**src/rtl/conv_pkg.sv**
```systemverilog
// Shared types, constants and helpers for the convolution post-processing blocks.
package conv_pkg;

    localparam int DEF_ROI_SIZE      = 480;
    localparam int DEF_NUM_PER_CYCLE = 16;
    localparam int BEATS_PER_ROW     = DEF_ROI_SIZE / DEF_NUM_PER_CYCLE;
    localparam int POOL_PER_BEAT     = DEF_NUM_PER_CYCLE / 2;

    typedef enum logic [3:0] {
        IDLE     = 4'b0001,
        EVEN_ROW = 4'b0010,
        ODD_ROW  = 4'b0100,
        DRAIN    = 4'b1000
    } pool_state_t;

    // Clamp a non-negative value to the largest out_w-bit unsigned number.
    function automatic logic [31:0] sat_u(input logic [31:0] v, input int out_w);
        logic [31:0] max_v;
        max_v = (32'd1 << out_w) - 32'd1;
        return (v > max_v) ? max_v : v;
    endfunction

endpackage

```
**src/rtl/pool_line_buffer.sv**
```systemverilog
// One-row line buffer for the pooling stage: one write port, one asynchronous read port.
module pool_line_buffer #(
    parameter int DEPTH = 30,
    parameter int WIDTH = 64,
    parameter int AW    = 5
) (
    input  logic             clk,
    input  logic             we,
    input  logic [AW-1:0]    waddr,
    input  logic [WIDTH-1:0] wdata,
    input  logic [AW-1:0]    raddr,
    output logic [WIDTH-1:0] rdata
);

    logic [WIDTH-1:0] mem [DEPTH];

    // NOTE: storage has no reset; every odd-row read hits an entry written by the preceding even row.
    always_ff @(posedge clk) begin
        if (we) begin
            mem[waddr] <= wdata;
        end
    end

    assign rdata = mem[raddr];

endmodule

```
**src/rtl/relu_quant_maxpool.sv**
```systemverilog
// ReLU + requantize + 2x2 stride-2 max pooling of convolution_core sums.
// Define RELU_QUANT_ROUND_EN for round-half-up requantization instead of truncation.
module relu_quant_maxpool
    import conv_pkg::*;
#(
    parameter int ROI_SIZE      = DEF_ROI_SIZE,
    parameter int NUM_PER_CYCLE = DEF_NUM_PER_CYCLE,
    parameter int IN_W          = 17,
    parameter int OUT_W         = 8,
    parameter int SHIFT         = 4
) (
    input  logic                                  clk,
    input  logic                                  rst,
    input  logic                                  clk_en,
    input  logic                                  pool_en,
    input  logic [NUM_PER_CYCLE-1:0][IN_W-1:0]    din,
    input  logic                                  din_vld,
    output logic [NUM_PER_CYCLE/2-1:0][OUT_W-1:0] dout,
    output logic                                  dout_vld,
    output logic                                  frame_done
);

    localparam int BEATS  = ROI_SIZE / NUM_PER_CYCLE;
    localparam int POOL_N = NUM_PER_CYCLE / 2;
    localparam int BW     = (BEATS > 1) ? $clog2(BEATS) : 1;
    localparam int RW     = (ROI_SIZE > 1) ? $clog2(ROI_SIZE) : 1;
    localparam int RND_SH = (SHIFT > 0) ? SHIFT - 1 : 0;

    pool_state_t   state, state_next;
    logic [BW-1:0] beat_cnt;
    logic [RW-1:0] row_cnt;
    logic          drain_cnt;
    logic          in_row, accept, row_end, frame_end;

    assign in_row    = (state == EVEN_ROW) || (state == ODD_ROW);
    assign accept    = clk_en && pool_en && din_vld && in_row;
    assign row_end   = accept && (beat_cnt == BW'(BEATS - 1));
    assign frame_end = row_end && (state == ODD_ROW) && (row_cnt == RW'(ROI_SIZE - 1));

    // NOTE: next-state is defaulted before the case so no path leaves it unassigned (no latch).
    always_comb begin
        state_next = state;
        if (!pool_en) begin
            state_next = IDLE;
        end else begin
            case (state)
                IDLE:     state_next = EVEN_ROW;
                EVEN_ROW: if (row_end) state_next = ODD_ROW;
                ODD_ROW:  if (row_end) state_next = frame_end ? DRAIN : EVEN_ROW;
                DRAIN:    if (drain_cnt) state_next = IDLE;
                default:  state_next = IDLE;
            endcase
        end
    end

    // NOTE: clocked state uses non-blocking assignments so every register samples pre-edge values.
    always_ff @(posedge clk or posedge rst) begin
        if (rst) begin
            state     <= IDLE;
            beat_cnt  <= '0;
            row_cnt   <= '0;
            drain_cnt <= 1'b0;
        end else if (clk_en) begin
            state     <= state_next;
            drain_cnt <= (state == DRAIN) ? ~drain_cnt : 1'b0;
            if (!pool_en || state == IDLE) begin
                beat_cnt <= '0;
                row_cnt  <= '0;
            end else if (row_end) begin
                beat_cnt <= '0;
                row_cnt  <= row_cnt + 1'b1;
            end else if (accept) begin
                beat_cnt <= beat_cnt + 1'b1;
            end
        end
    end

    // Stage 1: ReLU, shift, saturate
    logic [NUM_PER_CYCLE-1:0][OUT_W-1:0] q_next, s1_q;
    logic                                s1_vld, s1_odd, s1_last;
    logic [BW-1:0]                       s1_beat;

    always_comb begin
        q_next = '0;
        for (int i = 0; i < NUM_PER_CYCLE; i++) begin
            logic [31:0] r;
            r = din[i][IN_W-1] ? 32'd0 : 32'(din[i][IN_W-2:0]);
`ifdef RELU_QUANT_ROUND_EN
            if (SHIFT > 0) r = r + (32'd1 << RND_SH);
`endif
            q_next[i] = OUT_W'(sat_u(r >> SHIFT, OUT_W));
        end
    end

    always_ff @(posedge clk or posedge rst) begin
        if (rst) begin
            s1_q    <= '0;
            s1_vld  <= 1'b0;
            s1_odd  <= 1'b0;
            s1_last <= 1'b0;
            s1_beat <= '0;
        end else if (clk_en) begin
            s1_vld <= accept;
            if (accept) begin
                s1_q    <= q_next;
                s1_odd  <= (state == ODD_ROW);
                s1_last <= frame_end;
                s1_beat <= beat_cnt;
            end
        end
    end

    // Stage 2: horizontal max, then vertical max against the buffered even row
    logic [POOL_N-1:0][OUT_W-1:0] h_row, lb_row, pooled;

    always_comb begin
        h_row  = '0;
        pooled = '0;
        for (int j = 0; j < POOL_N; j++) begin
            h_row[j]  = (s1_q[2*j] > s1_q[2*j+1]) ? s1_q[2*j] : s1_q[2*j+1];
            pooled[j] = (h_row[j] > lb_row[j]) ? h_row[j] : lb_row[j];
        end
    end

    pool_line_buffer #(
        .DEPTH (BEATS),
        .WIDTH (POOL_N * OUT_W),
        .AW    (BW)
    ) u_line_buf (
        .clk   (clk),
        .we    (clk_en && pool_en && s1_vld && !s1_odd),
        .waddr (s1_beat),
        .wdata (h_row),
        .raddr (s1_beat),
        .rdata (lb_row)
    );

    always_ff @(posedge clk or posedge rst) begin
        if (rst) begin
            dout       <= '0;
            dout_vld   <= 1'b0;
            frame_done <= 1'b0;
        end else if (clk_en) begin
            if (!pool_en) begin
                dout_vld   <= 1'b0;
                frame_done <= 1'b0;
            end else begin
                dout_vld   <= s1_vld && s1_odd;
                frame_done <= s1_vld && s1_odd && s1_last;
                if (s1_vld && s1_odd) dout <= pooled;
            end
        end
    end

endmodule
```
**config.mk**
```make
export PLATFORM = sky130hd
export DESIGN_NAME = relu_quant_maxpool
export DESIGN_NICKNAME = d
export VERILOG_FILES = /design/src/rtl/conv_pkg.sv /design/src/rtl/pool_line_buffer.sv /design/src/rtl/relu_quant_maxpool.sv
export SDC_FILE = /design/constraint.sdc
export NUM_CORES = 2
export LEC_CHECK = 0
export ABC_AREA = 1
export CAP_MARGIN = 20
export CORE_MARGIN = 2
export CORE_UTILIZATION = 50
export CTS_CLUSTER_SIZE = 16
export DETAILED_ROUTE_END_ITERATION = 10
export DONT_BUFFER_PORTS = 1
export PLACE_DENSITY_LB_ADDON = 0.15
export SLEW_MARGIN = 40
export SYNTH_ARGS = -nofsm -noshare
export SYNTH_HDL_FRONTEND = slang
export SYNTH_SLANG_ARGS = --single-unit
export TNS_END_PERCENT = 1
```
**constraint.sdc**
```tcl
create_clock -name clk -period 10 [get_ports clk]
set_input_delay 2 -clock clk [delete_from_list [all_inputs] [get_ports clk]]
set_output_delay 2 -clock clk [all_outputs]
set_load 0.005 [all_outputs]
```
==> summary.md <==
| Metric | Value |
|---|---|
| Switching share of power | 0.369 |
| Worst Setup Start Kind | flop |
| H-Tree Depth | 4 |
| Finished Layout Cells | 11982 |
| Flops & latches, synth | 2141 |
| Crit. Startpoint | s1_beat[0]$_DFFE_PP0P_ |
| Synth cell types | 31 |
| GPL Wtd Cong | between 0.8 and 0.9 |
| Syn nets | about 9700 |
| Post-CTS Hold Buffers | 0 |
| Top cell by count, worst path | nand2_1 |
| Combinational Power Share | 0.320 |
| Worst path slowest cell | buf_4 |
| Avg Cell Area, Syn | 9.98 µm² |
| Setup violation total in the final timing report | 0 |
| Syn Inst Count | about 9300 |
| Worst EP arrival | ~6.2 ns |
| Area Overhead vs Synth | 11.4% |
| CP Class | flop to flop |
| DIE HEIGHT | 436 µm |
| NetSw | 11.0 mW |
| Final critical-path required period | approximately 5.5 ns |
| Vias | ~65000 |
| Starting Density | 0.503 |
| Worst hold stages | 2 |
| Outcome | finished, final reports clean |
| Mux cell area share after synthesis | 0 |
| Fin. max-slew vios | 0 |
| RSZ-0062 raised after global routing | false |
| Asr flop ratio synth | 0.103 |
| Most frequent cells in the layout | 5164 x nand2_1, 1920 x edfxtp_1, 386 x inv_1, 330 x nand3_1, 223 x clkbuf_16 |
| Req. time, crit path | around 11 ns |
| Share of post-route cells with drive strength above 1 | 0.0646 |
| Area contributors post-synth | edfxtp_1 62%, nand2_1 21%, dfrtp_1 5.9%, nand3_1 1.8%, ha_1 1.8% |
| Levels on crit path | 18 |
| Fill cell count | about 16000 |
| Highest net fanout along the worst path | 86 |
| Area leader, netlist | edfxtp_1 |
| Biggest cell delay along the critical path | slightly above 0.7 ns |
| Total track usage | 0.276 |
| DR WL/cell | 22.1 µm |
| Vias in the first global route | 61075 |
| Post-route setup slack | about 4.5 ns |
| CP Capture Type | flop |
| CTS Buf Count | 218 |
| Pleak | 44.1 nW |
| Final worst path period share | 0.551 |
| Synth Area in Adders | 0.0176 |
| Critical path cell sequence | buf_12 > buf_4 > buf_4 > nand2_1 > nand2_1 > nand2_1 > nand3_1 > nand2_1 > nand2_1 > nor4_1 > ha_1 > nand2_1 > nor2_1 > nand4_1 > nand2_1 > nand3_1 > nand3_1 > nand2_1 |
| Drt pass-1 iters | 5 |
| Post-synth EDFFs | about 1900 |
| Layout Nets | between 9000 and 10000 |
| Synth top area share | 0.619 |
| R2R cell count | 18 |
| FMAX | around 0.18 GHz |
| Largest family of logic cells by synthesized area | simple AND/OR/NAND/NOR gates |
| Port bufs | 0 |
| Row Count | roughly 160 |
| Largest net degree at the start of global routing | between 150 and 200 |
| Via/cell ratio | approximately 5.4 |
| Place WS | about 4.2 ns |
| Top delay family on crit path | simple AND/OR/NAND/NOR gates |
| DRT Wirelength | 265000 µm |
| Post-route DRC | 0 |
| Max-slew headroom | 0.397 |
| I/O pin count | around 340 |
| CTS tree | done |
| Max VDD drop | ~360 µV |
| Crit path buf inv count | 3 |
| ANT nets after route | 0 |
| Final core occ | 0.560 |
| Post-synthesis compound-gate area fraction | 0.0205 |
| Slew @ Worst Pin | between 0.9 and 1 ns |
| Post-cts resize count | 0 |
| Synth Cell Area | between 0.09 and 0.1 mm² |
| Core area | roughly 0.19 mm² |
| Clk root buf | clkbuf_16 |
| FF-to-FF Start | s1_beat[0]$_DFFE_PP0P_ |
| Hold wc startpoint | state[0]$_DFFE_PP1P_ |
| Power Density | about 290 mW/mm² |
| CTS sink cnt | around 2100 |
| DP Cell Count | between 10000 and 15000 |
| Worst-path clk slew | 0.06 ns |
| Chip width | around 440 µm |
| Sequential share of the synthesized area | 0.678 |
| Synth Area in Simple Gates | 0.247 |
| Max-cap violations | 0 |
| Setup Buffers After CTS | 0 |
| Post-Synth XOR/XNOR Area | 0.000470 |
| Setup TNS Final | 0 ns |
| Clock Power Share | 0.262 |
| Fin. Hold Viols | 0 |
| Clk_skew | ~0.035 ns |
| Grt ovf | 0 |
| Dominant synthesized flop cell | edfxtp_1 |
| Global-route wire length before repair | 391000 µm |
| Min-delay worst type | flop to flop |
| Antenna violations before repair | 1 |
| Clock latency on the worst-skew pair | 0.87 ns |
| Iter 0 DRT Violations | ~6000 |
| Internal power | 18.8 mW |
| Deepest clock path buffer count | 3 |
| Flop pwr share | 0.418 |
| Commonest non-fill, non-tap cell in the layout | nand2_1 |
| Die area | ~0.19 mm² |
| Yosys warnings | 0 |
| Final HPWL DP | 150000 µm |
| Power Total | about 30 mW |
==> worst register-to-register path: stages (launching register included) <==
cell and delay (ns):
dfrtp_4 0.54, buf_12 0.39, buf_4 0.82, buf_4 0.66, nand2_1 0.10, nand2_1 0.09, nand2_1 0.05, nand3_1 0.08
nand2_1 0.05, nand2_1 0.15, nor4_1 0.10, ha_1 0.30, nand2_1 0.07, nor2_1 0.14, nand4_1 0.09, nand2_1 0.61
nand3_1 0.64, nand3_1 0.40, nand2_1 0.09
==> through the flow <==
stage | cell area (µm²) | hold slack, ns
after floorplan | 93100 | 0.451
after global placement | 96100 | 0.462
after detailed placement | 96800 | 0.477
after CTS | 104000 | 0.482
after global routing | 104000 | 0.512
final | 104000 | 0.481
==> cells by family after synthesis <==
kind of cell / count (synthesis)
simple gates: 5910
compound gates: 342
buf+inv: 801
xor+xnor: 5
fa+ha+maj: 131
flops: 2141
==> final cells by class <==
cell class	count	area [µm²]	area share
timing repair buffer	179	2190	0.0211
inverter	391	1500	0.0145
tap	2480	3100	0.0299
clock buffer	273	5800	0.0559
multi-input combinational	6388	27000	0.260
clock inverter	127	967	0.00932
sequential	2141	63200	0.609
antenna	3	7.51	0.0000724
==> sequential cells by signal, summed over array words and instances (netlist names) <==
name,count
state,4
s1_q,128
s1_vld,1
s1_last,1
beat_cnt,5
drain_cnt,1
u_line_buf.mem,1920
s1_odd,1
frame_done,1
dout,64
s1_beat,5
dout_vld,1
row_cnt,9
==> layer usage <==
| metal | vias to the layer above | routed length, µm | track usage |
|---|---|---|---|
| met5 | - | 0 | 0 |
| li1 | 30489 | - | - |
| met1 | 31408 | 106000 | 0.355 |
| met3 | 455 | 16500 | 0.0375 |
| met4 | 0 | 11300 | 0.114 |
| met2 | 2205 | 131000 | 0.472 |
==> Yosys cell counts (2+ instances only) <==
master    instances
a21o_1           16
a21oi_1          42
buf_1            55
buf_2           222
buf_4            14
buf_6             3
clkbuf_1        115
dfrtp_1         220
edfxtp_1       1920
ha_1            131
inv_1           388
inv_2             2
nand2_1        5190
nand3_1         330
nand4_1          16
nor2_1          233
nor3_1           10
nor4_1           57
o211ai_1         56
o21ai_0         217
o21ai_1           6
o31ai_1           3
or2_2            58
or4_1            16
xnor2_1           2
xor2_1            3
==> power by group through the flow <==
stage	registers (mW)	logic (mW)	clock network (mW)
CTS	12.5	9.56	7.89
global route	12.5	10.6	8.25
floorplan	12.6	5.97	0
detailed placement	12.7	9.52	0
finish	12.5	9.54	7.79
global placement	12.7	9.26	0
==> path summary, 6_finish.rpt <==
check / slack, ns / end
min in group asynchronous: 1.09 / dout_vld$_DFFE_PP0P_
min reg2reg: 0.48 / state[0]$_DFFE_PP1P_
min: 0.48 / state[0]$_DFFE_PP1P_
max reg2reg: 4.49 / dout[49]$_DFFE_PP0P_
max: 4.49 / dout[49]$_DFFE_PP0P_
max in group asynchronous: 7.66 / s1_q[88]$_DFFE_PP0P_
Power figures use the tool's default switching activity.
